==> config.mk <==
export PLATFORM = sky130hd
export DESIGN_NAME = usrt_tx
export DESIGN_NICKNAME = d
export VERILOG_FILES = /design/src/rtl/usrt_tx.sv
export SDC_FILE = /design/constraint.sdc
export NUM_CORES = 1
export LEC_CHECK = 0
export CORE_MARGIN = 4
export CORE_UTILIZATION = 39
export DETAILED_ROUTE_END_ITERATION = 12
export GPL_TIMING_DRIVEN = 1
export PLACE_DENSITY_LB_ADDON = 0.15
export SYNTH_ARGS = -nofsm -noshare
export SYNTH_HDL_FRONTEND = slang
export SYNTH_SLANG_ARGS = --single-unit
==> constraint.sdc <==
create_clock -name i_Pclk -period 3.8 [get_ports i_Pclk]
set_clock_uncertainty 0.1 [all_clocks]
set_input_delay 0.57 -clock i_Pclk [delete_from_list [all_inputs] [get_ports i_Pclk]]
set_output_delay 0.57 -clock i_Pclk [all_outputs]
set_load 0.03 [all_outputs]
==> src/rtl/usrt_tx.sv <==
// Synchronous serial transmitter: 11-bit frames (start, 8 data LSB first, parity, stop) paced by i_Bclk.
// Define USRT_TX_HOLD_EN to add an 8-bit holding register for back-to-back frames.
module usrt_tx (
  input  logic       i_Pclk,
  input  logic       i_Reset,
  input  logic       i_Bclk,
  input  logic       i_Push,
  input  logic [7:0] i_Data,
  input  logic [1:0] i_Parity,
  output logic       o_Tx_Serial,
  output logic       o_Busy,
  output logic       o_Full,
  output logic       o_Done
);

  typedef enum logic [2:0] {IDLE, START, DATA, PARITY, STOP} state_t;

  state_t     state_reg, state_next;
  logic       bclk_reg;
  logic       tick;
  logic [7:0] data_reg;
  logic       par_reg;
  logic [2:0] cnt_reg, cnt_next;
  logic       pend_reg;
  logic       tx_reg, tx_next;
  logic       done_reg, done_next;
  logic       accept;
  logic       load;
  logic       cap_par;

  assign tick = i_Bclk & ~bclk_reg;

  // Parity is frozen at capture so later i_Parity changes cannot corrupt a queued or active frame.
  always_comb begin
    case (i_Parity)
      2'd1:    cap_par = ^i_Data;
      2'd2:    cap_par = ~^i_Data;
      default: cap_par = 1'b1;
    endcase
  end

  assign o_Busy = (state_reg != IDLE);

`ifdef USRT_TX_HOLD_EN
  logic [7:0] hold_data_reg;
  logic       hold_par_reg;
  assign o_Full = pend_reg;
`else
  assign o_Full = o_Busy | pend_reg;
`endif

  assign accept = i_Push & ~o_Full;
  assign load   = tick & pend_reg & ((state_reg == IDLE) | (state_reg == STOP));

  always_ff @(posedge i_Pclk) begin
    if (i_Reset) begin
      state_reg <= IDLE;
      bclk_reg  <= 1'b0;
      cnt_reg   <= 3'd0;
      pend_reg  <= 1'b0;
      data_reg  <= 8'd0;
      par_reg   <= 1'b0;
      tx_reg    <= 1'b1;
      done_reg  <= 1'b0;
`ifdef USRT_TX_HOLD_EN
      hold_data_reg <= 8'd0;
      hold_par_reg  <= 1'b0;
`endif
    end else begin
      state_reg <= state_next;
      bclk_reg  <= i_Bclk;
      cnt_reg   <= cnt_next;
      tx_reg    <= tx_next;
      done_reg  <= done_next;
`ifdef USRT_TX_HOLD_EN
      if (accept) begin
        hold_data_reg <= i_Data;
        hold_par_reg  <= cap_par;
      end
      if (load) begin
        data_reg <= hold_data_reg;
        par_reg  <= hold_par_reg;
      end
`else
      if (accept) begin
        data_reg <= i_Data;
        par_reg  <= cap_par;
      end
`endif
      // accept needs an empty slot and load needs a full one, so they never coincide
      if (accept)
        pend_reg <= 1'b1;
      else if (load)
        pend_reg <= 1'b0;
    end
  end

  always_comb begin
    state_next = state_reg;
    cnt_next   = cnt_reg;
    case (state_reg)
      IDLE: begin
        if (tick && pend_reg) begin
          state_next = START;
          cnt_next   = 3'd0;
        end
      end
      START: begin
        if (tick) begin
          state_next = DATA;
          cnt_next   = 3'd0;
        end
      end
      DATA: begin
        if (tick) begin
          if (cnt_reg == 3'd7)
            state_next = PARITY;
          cnt_next = cnt_reg + 3'd1;
        end
      end
      PARITY: begin
        if (tick)
          state_next = STOP;
      end
      STOP: begin
        if (tick)
          state_next = pend_reg ? START : IDLE;
      end
      default: state_next = IDLE;
    endcase
  end

  // Line level follows the state being entered, so it changes on the clock after a tick.
  always_comb begin
    tx_next   = 1'b1;
    done_next = tick && (state_reg == STOP);
    case (state_next)
      IDLE:    tx_next = 1'b1;
      START:   tx_next = 1'b0;
      DATA:    tx_next = data_reg[cnt_next];
      PARITY:  tx_next = par_reg;
      STOP:    tx_next = 1'b1;
      default: tx_next = 1'b1;
    endcase
  end

  assign o_Tx_Serial = tx_reg;
  assign o_Done      = done_reg;

endmodule

==> qor.txt <==
Yosys warns: 0
Reg-to-Reg Start: bclk_reg
RR Endpoint: o_Tx_Serial
Mapped Avg Cell Area: 9.05 um^2
Synth top cells by count: dfxtp_1, a21oi_1, nand3_1
Area grow syn2layout: 16.0%
Type of origin of the critical path: flip-flop
CTS Hold Bufs: 0
Post-CTS setup buffers: 0
Maximum clock frequency: 363 MHz
CTS tree: yes
Reg2Reg Depth: 7
Cell with the most instances after synthesis: dfxtp_1
Largest net degree at the start of global routing: 20
Post-route setup slack: 1050 ps
Sequential share of the synthesized area: 32.1%
Leak: 0.000488 uW
Vert. Die Dim: 63.2 um
Ports: 18
CP Max Fanout: 13
Setup TNS: 0 ps
# fillers: 281
Synth Net Count: 150
GPL Wtd Cong: 0.821
Site Rows: 19
Distinct cells, synth: 47
Hold EP: data_reg[7]
Worst Tran Pin Value: 707 ps
Pre-CTS setup slack: 947 ps
RSZ-0062 raised after global routing: false
Clk_lat worst skew: 300 ps
Min-delay src: data_reg[7]
Post-CTS Resized: 0
Max reg flops: 8
Inserted Clock Buffers: 3
Wire per inst: 14.4 um
Async set or reset register ratio after synthesis: 0%
Post-synthesis register bit count: 19
Post-DRT Antenna Nets: 0
Number of global-route vias before repair: 993
Starting Density: 41.9%
Max VDD drop: 0.146 mV
EDFF count, synth: 0
Crit path required time: 3130 ps
Crit path capture type: output pin
Core Region: 2830 um^2
Iter 0 DRT Violations: 47
Period utilisation layout: 72.4%
Multi-input logic area: 738 um^2
Largest cells by area after synthesis: dfxtp_1, xnor2_1, ha_1
DR pass1 iterations: 4
Level count of the clock H-tree: 1
Hold Path Cell Cnt: 2
Register area: 380 um^2
Hold Vio Cnt, Final: 0
Gate Count Post-Synth: 131
CP arrival: 2080 ps
Most used flip-flop cell after synthesis: dfxtp_1
Slew Limit Headroom: 52.7%
DPL Wire Length: 1970 um
CP Class: flip-flop to output pin
Worst R2R Setup Slack: 1680 ps
Vias: 1,002
# diodes: 0
Cell Pwr Density: 305 nW/um^2
Post-Route WL: 2540 um
Deepest clock path buffer count: 2
Post-layout min period: 2750 ps
Area share of the largest cell type after synthesis: 32.1%
Nets@finish: 165
Endpoints failing setup: 0
# clock sinks: 19
I/O Buffers: 17
Fraction of layout cells with a size suffix above 1: 11.0%
Total of max-cap violations: 0
Status: complete, no violations
Synthesized cell area: 1190 um^2
Initial antenna violation count: 0
DRC: 0
Global-route wire length before repair: 4470 um
Slew Viols, Final: 0
CTS clock-pin slew for the worst setup and hold paths: 110 ps
Hold Crit Class: flip-flop to flip-flop
Die width: 63.2 um
Via-to-Cell Ratio: 5.69
Gr ovfl total: 0
Overall routing resource usage: 14.0%
Root Buffer: clkbuf_4
Die ar.: 3990 um^2
Area leader, netlist: dfxtp_1
metal layers:
| metal | vias up | track usage (%) | wire, um |
|---|---|---|---|
| met2 | 24 | 22.9 | 1170 |
| met1 | 462 | 17.5 | 1210 |
| li1 | 509 | - | - |
| met3 | 7 | 2.49 | 93 |
| met5 | - | 0 | 0 |
| met4 | 0 | 6.89 | 67 |
layout make-up:
class / count / area share (%)
clock buffers: 4 / 1.91
flip-flops and latches: 19 / 27.6
well taps: 31 / 2.82
repair buffers: 17 / 12.4
inverters: 6 / 1.64
multi-input cells: 99 / 53.6
through the flow:
step | hold WS [ps] | power [uW] | instance area (um^2) | util, % | instances
2_1_floorplan | 332 | 290 | 1190 | - | 131
3_3_place_gp | 346 | 319 | 1350 | 47.7 | 172
3_5_place_dp | 346 | 321 | 1350 | 47.7 | 172
4_1_cts | 361 | 425 | 1380 | 48.7 | 176
5_1_grt | 387 | 444 | 1380 | 48.7 | 176
6_report | 360 | 420 | 1380 | 48.7 | 176
logic make-up after synthesis:
kind of cell	Yosys count	synth area share, %
adders and majority gates	6	6.12
AOI/OAI and AO/OA	34	22.9
DFF	19	32.1
xor gates and xnor gates	8	5.91
muxes	2	1.90
and+or+nand+nor	49	25.4
buffers and inverters	13	5.70
layout by cell type (no fill, tap or decap), types with 2 or more instances in the layout:
| cell type | instances |
|---|---|
| inv_1 | 6 |
| nand2b_1 | 2 |
| mux2_2 | 2 |
| nor4bb_1 | 2 |
| and3_1 | 2 |
| nor3b_1 | 3 |
| clkdlybuf4s50_1 | 17 |
| ha_1 | 5 |
| nand3_1 | 10 |
| nor2_1 | 3 |
| dfxtp_1 | 19 |
| a21boi_0 | 4 |
| xnor2_1 | 8 |
| clkbuf_4 | 3 |
| nor2b_1 | 2 |
| o31ai_2 | 2 |
| nor3_1 | 3 |
| a21oi_1 | 12 |
| o22a_1 | 3 |
| nand2_1 | 9 |
| nor4b_1 | 2 |
| a211oi_1 | 2 |
worst max-delay path, stage by stage (launching register included):
cell	delay, ps
dfxtp_1	460
or3_4	450
nor2_4	220
inv_1	70
clkdlybuf4s50_1	590
power breakdown:
part / internal [uW] / total [uW] / leakage, uW / switching, uW
clock network: 40.9 / 105 / 0.0000150 / 63.6
logic: 48.0 / 96.2 / 0.000318 / 48.1
registers: 210 / 219 / 0.000155 / 9.44
how the worst max path moves through the flow:
stage	cells after the start	slack (ps)	from	endpoint
after global routing	4	940	state_reg[1]	o_Full
after CTS	4	1040	state_reg[1]	o_Full
after detailed placement	8	950	i_Bclk	o_Tx_Serial
after global placement	8	1020	i_Bclk	o_Tx_Serial
after floorplan	7	1700	i_Bclk	o_Tx_Serial
final	4	1050	state_reg[1]	o_Full
Power figures use the tool's default switching activity.
